==> src/rtl/vga_native_regfile.sv <==
// rtl/vga_native_regfile.sv - VGA configuration/status register file on the native side of the AXI-Lite slave
//
// Purpose: holds CTRL / H_TIMING / V_TIMING / FB_BASE shadow registers, applies
// them to the video pipeline (every cycle while disabled, only at frame_start_i
// while enabled), collects STATUS (W1C), counts frames and drives a level irq.
// Optional feature macro: VGA_REGFILE_LINE_CNT_EN (adds line_start_i and LINE_CNT at 0x7).
//
// Ports:
//   clk, rst                     clock, synchronous active-high reset
//   write_en/addr_write/data2native  native write strobe, word address, data
//   read_en_sync/addr_read       native read strobe, word address
//   data2axil                    registered read data
//   frame_start_i, underflow_i   status pulses from the video pipeline
//   line_start_i                 line pulse (only with VGA_REGFILE_LINE_CNT_EN)
//   enable_o, test_pattern_o     active CTRL bits
//   h/v_active_o, h/v_total_o    active timing
//   fb_base_o                    active framebuffer base
//   irq_o                        level interrupt
`timescale 1ns/1ps

module vga_native_regfile #(
  parameter int                    DATA_WIDTH = 32,
  parameter int                    ADDR_WIDTH = 8,
  parameter logic [DATA_WIDTH-1:0] ID_VALUE   = 32'h56474131
) (
  input  logic                  clk,
  input  logic                  rst,
  input  logic                  write_en,
  input  logic [ADDR_WIDTH-1:0] addr_write,
  input  logic [DATA_WIDTH-1:0] data2native,
  input  logic                  read_en_sync,
  input  logic [ADDR_WIDTH-1:0] addr_read,
  output logic [DATA_WIDTH-1:0] data2axil,
  input  logic                  frame_start_i,
  input  logic                  underflow_i,
`ifdef VGA_REGFILE_LINE_CNT_EN
  input  logic                  line_start_i,
`endif
  output logic                  enable_o,
  output logic                  test_pattern_o,
  output logic [11:0]           h_active_o,
  output logic [11:0]           h_total_o,
  output logic [11:0]           v_active_o,
  output logic [11:0]           v_total_o,
  output logic [DATA_WIDTH-1:0] fb_base_o,
  output logic                  irq_o
);

  localparam logic [ADDR_WIDTH-1:0] A_CTRL   = ADDR_WIDTH'(0);
  localparam logic [ADDR_WIDTH-1:0] A_HTIM   = ADDR_WIDTH'(1);
  localparam logic [ADDR_WIDTH-1:0] A_VTIM   = ADDR_WIDTH'(2);
  localparam logic [ADDR_WIDTH-1:0] A_FBASE  = ADDR_WIDTH'(3);
  localparam logic [ADDR_WIDTH-1:0] A_STATUS = ADDR_WIDTH'(4);
  localparam logic [ADDR_WIDTH-1:0] A_FCNT   = ADDR_WIDTH'(5);
  localparam logic [ADDR_WIDTH-1:0] A_ID     = ADDR_WIDTH'(6);
`ifdef VGA_REGFILE_LINE_CNT_EN
  localparam logic [ADDR_WIDTH-1:0] A_LCNT   = ADDR_WIDTH'(7);
`endif

  typedef enum logic {ST_IDLE, ST_RUN} state_t;

  state_t                state_q, state_d;
  logic [2:0]            ctrl_q, ctrl_d;
  logic [11:0]           h_act_q, h_act_d, h_tot_q, h_tot_d;
  logic [11:0]           v_act_q, v_act_d, v_tot_q, v_tot_d;
  logic [DATA_WIDTH-1:0] fb_q, fb_d;
  logic [1:0]            status_q, status_d;
  logic [DATA_WIDTH-1:0] frame_cnt_q, frame_cnt_d;
  logic [11:0]           a_h_act_q, a_h_act_d, a_h_tot_q, a_h_tot_d;
  logic [11:0]           a_v_act_q, a_v_act_d, a_v_tot_q, a_v_tot_d;
  logic [DATA_WIDTH-1:0] a_fb_q, a_fb_d;
  logic [DATA_WIDTH-1:0] rdata_q, rdata_d;
  logic                  irq_q, irq_d;
  logic                  load_active;
`ifdef VGA_REGFILE_LINE_CNT_EN
  logic [11:0]           line_cnt_q, line_cnt_d;
`endif

  logic wr_ctrl, wr_htim, wr_vtim, wr_fbase, wr_status;
  assign wr_ctrl   = write_en && (addr_write == A_CTRL);
  assign wr_htim   = write_en && (addr_write == A_HTIM);
  assign wr_vtim   = write_en && (addr_write == A_VTIM);
  assign wr_fbase  = write_en && (addr_write == A_FBASE);
  assign wr_status = write_en && (addr_write == A_STATUS);

  // Apply FSM: state register
  always_ff @(posedge clk) begin
    if (rst) state_q <= ST_IDLE;
    else     state_q <= state_d;
  end

  // Apply FSM: next state follows writes of CTRL.enable
  always_comb begin
    state_d = state_q;
    if (wr_ctrl) state_d = data2native[0] ? ST_RUN : ST_IDLE;
  end

  // Apply FSM: output. Active copies take the pre-write shadow value, so a
  // shadow write coinciding with frame_start_i waits for the next frame.
  always_comb begin
    load_active = (state_q == ST_IDLE) || frame_start_i;
  end

  always_comb begin
    ctrl_d      = ctrl_q;
    h_act_d     = h_act_q;
    h_tot_d     = h_tot_q;
    v_act_d     = v_act_q;
    v_tot_d     = v_tot_q;
    fb_d        = fb_q;
    a_h_act_d   = a_h_act_q;
    a_h_tot_d   = a_h_tot_q;
    a_v_act_d   = a_v_act_q;
    a_v_tot_d   = a_v_tot_q;
    a_fb_d      = a_fb_q;
    frame_cnt_d = frame_cnt_q;
    rdata_d     = rdata_q;

    if (wr_ctrl)  ctrl_d = data2native[2:0];
    if (wr_htim) begin
      h_act_d = data2native[11:0];
      h_tot_d = data2native[27:16];
    end
    if (wr_vtim) begin
      v_act_d = data2native[11:0];
      v_tot_d = data2native[27:16];
    end
    if (wr_fbase) fb_d = data2native;

    if (load_active) begin
      a_h_act_d = h_act_q;
      a_h_tot_d = h_tot_q;
      a_v_act_d = v_act_q;
      a_v_tot_d = v_tot_q;
      a_fb_d    = fb_q;
    end

    // W1C clear first, then hardware set so a coincident set wins
    status_d = status_q;
    if (wr_status) status_d = status_d & ~data2native[1:0];
    status_d = status_d | {underflow_i, frame_start_i};

    if (frame_start_i && ctrl_q[0]) frame_cnt_d = frame_cnt_q + 1'b1;

    // irq follows the values being registered this edge
    irq_d = ctrl_d[1] && (|status_d);

    // Read mux uses current (pre-write) register values
    if (read_en_sync) begin
      rdata_d = '0;
      case (addr_read)
        A_CTRL:   rdata_d[2:0] = ctrl_q;
        A_HTIM:   begin rdata_d[11:0] = h_act_q; rdata_d[27:16] = h_tot_q; end
        A_VTIM:   begin rdata_d[11:0] = v_act_q; rdata_d[27:16] = v_tot_q; end
        A_FBASE:  rdata_d = fb_q;
        A_STATUS: rdata_d[1:0] = status_q;
        A_FCNT:   rdata_d = frame_cnt_q;
        A_ID:     rdata_d = ID_VALUE;
`ifdef VGA_REGFILE_LINE_CNT_EN
        A_LCNT:   rdata_d[11:0] = line_cnt_q;
`endif
        default:  rdata_d = '0;
      endcase
    end
  end

`ifdef VGA_REGFILE_LINE_CNT_EN
  // frame_start_i clear wins over line increment
  always_comb begin
    line_cnt_d = line_cnt_q;
    if (frame_start_i)     line_cnt_d = '0;
    else if (line_start_i) line_cnt_d = line_cnt_q + 12'd1;
  end

  always_ff @(posedge clk) begin
    if (rst) line_cnt_q <= '0;
    else     line_cnt_q <= line_cnt_d;
  end
`endif

  always_ff @(posedge clk) begin
    if (rst) begin
      ctrl_q      <= '0;
      h_act_q     <= 12'd640;
      h_tot_q     <= 12'd800;
      v_act_q     <= 12'd480;
      v_tot_q     <= 12'd525;
      fb_q        <= '0;
      a_h_act_q   <= 12'd640;
      a_h_tot_q   <= 12'd800;
      a_v_act_q   <= 12'd480;
      a_v_tot_q   <= 12'd525;
      a_fb_q      <= '0;
      status_q    <= '0;
      frame_cnt_q <= '0;
      rdata_q     <= '0;
      irq_q       <= 1'b0;
    end else begin
      ctrl_q      <= ctrl_d;
      h_act_q     <= h_act_d;
      h_tot_q     <= h_tot_d;
      v_act_q     <= v_act_d;
      v_tot_q     <= v_tot_d;
      fb_q        <= fb_d;
      a_h_act_q   <= a_h_act_d;
      a_h_tot_q   <= a_h_tot_d;
      a_v_act_q   <= a_v_act_d;
      a_v_tot_q   <= a_v_tot_d;
      a_fb_q      <= a_fb_d;
      status_q    <= status_d;
      frame_cnt_q <= frame_cnt_d;
      rdata_q     <= rdata_d;
      irq_q       <= irq_d;
    end
  end

  assign data2axil      = rdata_q;
  assign enable_o       = ctrl_q[0];
  assign test_pattern_o = ctrl_q[2];
  assign h_active_o     = a_h_act_q;
  assign h_total_o      = a_h_tot_q;
  assign v_active_o     = a_v_act_q;
  assign v_total_o      = a_v_tot_q;
  assign fb_base_o      = a_fb_q;
  assign irq_o          = irq_q;

endmodule

==> config.mk <==
export PLATFORM = sky130hd
export DESIGN_NAME = vga_native_regfile
export DESIGN_NICKNAME = d
export VERILOG_FILES = /design/src/rtl/vga_native_regfile.sv
export SDC_FILE = /design/constraint.sdc
export NUM_CORES = 1
export LEC_CHECK = 0
export CORE_UTILIZATION = 23
export DETAILED_ROUTE_END_ITERATION = 12
export GPL_TIMING_DRIVEN = 0
export HOLD_SLACK_MARGIN = 0.1
export PLACE_DENSITY = 0.42
export SLEW_MARGIN = 20
export SYNTH_ARGS = -nofsm -noshare
export SYNTH_HDL_FRONTEND = slang
export SYNTH_SLANG_ARGS = --single-unit
==> constraint.sdc <==
create_clock -name clk -period 2.7 [get_ports clk]
set_input_delay 0.675 -clock clk [delete_from_list [all_inputs] [get_ports clk]]
set_output_delay 0.675 -clock clk [all_outputs]
set_load 0.01 [all_outputs]
# [Word-level counts from Yosys, hierarchy flattened]
# Index checks and enable logic that the tools add are counted.
# Widths: inputs -> output; s select.
[op_classes] addsub=1 n_eq_ne=10 mux=9 bitwise=4 reduce_logical=11
[op_table] operator="$pmux 12 s5" n=1
[op_table] operator="$pmux 9 s5" n=1
[op_table] operator="$add 32x1->32 const B" n=1
[op_table] operator="$eq 8x2->1 const B" n=4
[op_table] operator="$eq 8x3->1 const B" n=4
[op_table] operator="$pmux 4 s3" n=2
[op_table] operator="$eq 8x1->1 const B" n=2
[op_table] operator="$logic_not 8->1" n=2
[op_table] operator="$pmux 2 s7" n=1
[op_table] operator="$logic_and 1x1->1" n=7
[op_table] operator="$pmux 1 s5" n=1
[op_table] operator="$mux 2" n=2
[op_table] operator="$and 2x2->2" n=1
[op_table] operator="$not 2->2" n=1
[op_table] operator="$or 2x2->2" n=1
[op_table] operator="$reduce_or 2->1" n=1
[op_table] operator="$logic_or 1x1->1" n=1
[op_table] operator="$mux 1" n=1
[op_table] operator="$not 1->1" n=1
[word_totals] regBits=231 input_bits=54 out_inout_bits=115 wordCells=52

# [Depth between registers and ports, before layout]
[logic_depth] depth_word=6 mapped_depth=7 depth_no_buf=5

# [Worst setup path before layout]
# Ideal clock, no wire load.
[synth_timing] path_type="input to register" from="input port addr_read[5]" to="register rdata_q[14] (netlist: data2axil[14])" setup_ns=0.081 arrival_ns=2.182 required_ns=2.619 slack_ns=0.438 stages=6 n_path_buf=2 cell_sequence="or4_4 > buf_6 > nor4_4 > buf_6 > a22oi_1 > a211oi_2"
[synth_via] elab_chain_cells=2 elab_cells_between_ends=4 cone_classes="eq/ne: 3; mux: 1"
[synth_rtl] item="start: declaration" line_no="32" text="input logic [ADDR_WIDTH-1:0] addr_read,"
[synth_rtl] item="$eq 8x3->1 or $eq 8x2->1 (tied branches)" line_no="151" text="case (addr_read)"
[synth_rtl] item="$pmux 4 s3 (*)" line_no="151"
[synth_rtl] item="end signal: assignment" line_no="212" text="rdata_q <= rdata_d;"
[synth_rtl] item="end: declaration" line_no="72" text="logic [DATA_WIDTH-1:0] rdata_q, rdata_d;"
# Mark *: on every way between the ends. The rest lies on a longest branch, timed or not.
# A chain may end at the register's enable or synchronous reset.

# [Worst setup path after layout]
[layout_timing] from="input port addr_read[1]" to="register rdata_q[20] (netlist: data2axil[20])"
[layout_via] elab_chain_cells=2 elab_cells_between_ends=6 cone_classes="eq/ne: 5; mux: 1"
[layout_rtl] item="$eq 8x3->1, or another cell as far along" line_no="151"
[layout_rtl] item="$pmux 12 s5 (*)" line_no="151"
# Marks and branches as above.

==> qor.txt <==
Final hold slack -> 0.4513 ns
Initial DRC count -> 691
RePlAce Congestion -> 0.8888
CP Data Arrival Time -> 3.00 ns
NetSw -> 1.768 mW
Port bufs -> 163
DRT antenna net count -> 0
CP required -> 3.13 ns
Cell mode on critical path -> clkbuf_1
WP buf/inv -> 2
Die area -> 41,830 sq um
Post-synthesis net count -> 1,153
Post-CTS Resized -> 0
Synth warnings -> 0
Leak -> 4.380 nW
Worst Tran Pin Value -> 0.9487 ns
Clock slew at reported path FFs -> 0.06 ns
#FFs+latches synth -> 230
Syn avg cell area -> 8.591 sq um
Antenna violations before repair -> 0
Clock share of power -> 50.2%
Most common cell after layout, fill and taps aside -> nand2_1
Internal power -> 5.825 mW
Mapped Cells -> 1,098
Sequential fraction of the synthesis area -> 48.81%
Ys flop type -> dfxtp_1
Routed Wire Length -> 38.13 mm
Max Slew Vio Count -> 0
Drt first pass iters -> 5
CTS tree -> done
Worst Hold Class -> register to register
Via count -> 8,623
Global-route wire length before repair -> 55.54 mm
Tot GR Track Use -> 17.92%
Final Power -> 7.593 mW
Row cnt -> 73
Synth cell types -> 55
Sequential share of power -> 45.0%
RSZ-0062 raised after global routing -> no
Starting density of the core -> 23.52%
Slew Limit Headroom -> 36.75%
Area grow syn2layout -> 34.38%
Max stage delay on crit path -> 0.71 ns
Vias in the first global route -> 8,374
CP Max Fanout -> 10
Worst-Skew Late Latency -> 0.55 ns
Ant. Diodes -> 0
Final Hold Viols -> 0
Max-capacitance violation count -> 0
Gate power share -> 4.8%
H-tree depth -> 1
# DRC -> 0
Post-Route Utilization -> 31.61%
Core area -> 40,100 sq um
Post-Syn Area -> 9433 sq um
Global route overflow -> 0
Setup_tns -> 0 ns
Final #Nets -> 1,345
Async set-reset flop share out of synthesis -> 0%
Sw Ratio -> 23.29%
Chip height -> 204.5 microns
TritonCTS buffer count -> 27
# hold bufs at CTS -> 0
Status -> completed
Critical path cell sequence -> clkbuf_1 -> clkbuf_1 -> mux2_2 -> a22oi_1 -> o2bb2ai_1 -> a22o_1
Final non-filler cell total -> 1,835
Largest net degree at the start of global routing -> 15
Most frequent cells in the layout -> nand2_1 (286), dfxtp_1 (230), clkdlybuf4s50_1 (163)
Period minus WS final -> 2.572 ns
Root buffer cell -> clkbuf_16
Worst setup EP type -> register
Placed insts -> 1,786
Clock Path Buffers -> 3
Number of synthesized flops with an enable pin -> 0
Power Density -> 599.0 nW/um^2
Part of the cycle the worst path needs -> 95.27%
Via/cell ratio -> 4.699
IO Count -> 169
WS Path Type -> primary input to register
Layout Skew -> 0.01799 ns
Layout cell share with drive strength beyond 1 -> 7.939%
Max Clk Rate -> 388.8 MHz
DIE WIDTH -> 204.5 microns
Slowest-stage cell, CP -> clkbuf_1
Final setup viols -> 0
Detailed placement HPWL -> 29.25 mm
VDD IR max -> 0.3789 mV
Startpoint class of the critical path -> primary input
Cell family with most CP delay -> buffers and inverters
Post-CTS setup buffers -> 0
Routed WL per cell -> 20.78 microns
Total clock sinks -> 230
-- routing by layer --
layer / global-route usage (%) / share of wire [%] / vias up
met3: 2.991 / 5.4 / 42
li1: - / - / 4207
met5: 0 / 0 / -
met4: 4.344 / 1.9 / 0
met2: 28.55 / 45 / 238
met1: 25.00 / 48 / 4136
-- registers in the layout, indices dropped and copies added, names as in the netlist --
signal	count
h_active_o	12
fb_base_o	32
h_tot_q	12
irq_o	1
v_active_o	12
data2axil	32
v_tot_q	12
frame_cnt_q	32
fb_q	32
ctrl_q	3
h_act_q	12
status_q	2
v_act_q	12
v_total_o	12
h_total_o	12
-- stage by stage --
step                setup slack (ns)  area, sq um
global route                0.003958        12680
detailed placement           -0.5286        11720
global placement             -0.5706        11720
floorplan                     0.4378         9433
finish                        0.1277        12680
CTS                          0.03133        12650
-- worst reg2reg max path, stage by stage, from the launching register on --
cell      delay [ns]
dfxtp_1         0.53
nor2b_1         0.18
clkbuf_1        0.72
clkbuf_1        0.55
nand2_1         0.12
a21oi_1         0.13
-- power by group through the flow --
stage | sequential [mW] | clock (mW) | combinational [mW]
after floorplan | 3.49 | 0 | 0.149
after global placement | 3.49 | 0 | 0.362
after detailed placement | 3.49 | 0 | 0.363
after CTS | 3.42 | 3.88 | 0.365
after global routing | 3.42 | 4.02 | 0.386
final | 3.42 | 3.81 | 0.363
-- kinds of logic after synthesis --
family | count (synthesis) | share of synthesized area, %
AO/OA/AOI/OAI | 250 | 17.40
XOR/XNOR | 12 | 1.114
adder cells (fa/ha/maj) | 1 | 0.1326
buffers and inverters | 99 | 4.443
flip-flops | 230 | 48.81
multiplexers | 51 | 5.942
AND/OR/NAND/NOR | 455 | 22.15
-- final timing paths --
kind | from | endpoint | slack, ns | depth (start not counted)
worst max register to register | ctrl_q[0] | fb_base_o[1] | 0.40 | 5
worst max-delay path | addr_read[1] | data2axil[20] | 0.13 | 6
worst min-delay path | fb_base_o[27] | fb_base_o[27] | 0.45 | 2
worst min register to register | fb_base_o[27] | fb_base_o[27] | 0.45 | 2
-- cells in the mapped netlist, types with 10 or more instances --
master | count | area [sq um]
nand4_1 | 15 | 93.84
a21oi_1 | 139 | 695.7
nand2_1 | 286 | 1074
inv_1 | 11 | 41.29
or4_1 | 15 | 112.6
o2bb2ai_1 | 10 | 87.58
a22o_1 | 22 | 192.7
mux2_2 | 20 | 225.2
nor2_1 | 59 | 221.5
o31ai_1 | 14 | 105.1
a22oi_1 | 21 | 157.7
nand3_1 | 16 | 80.08
dfxtp_1 | 230 | 4604
nand3b_1 | 23 | 172.7
clkbuf_1 | 67 | 251.5
xor2_1 | 12 | 105.1
buf_2 | 11 | 55.05
a211oi_2 | 11 | 137.6
mux2i_1 | 29 | 290.3
-- layout make-up --
cell class	count	area, sq um
plain buffers	87	374.1
clock buffers	41	818.3
clock inverters	8	107.6
fillers	4211	27420
inverters	12	45.04
multi-input cells	769	4438
flip-flops and latches	230	4604
well taps	525	656.9
repair buffers	163	1632
Power figures use the tool's default switching activity.
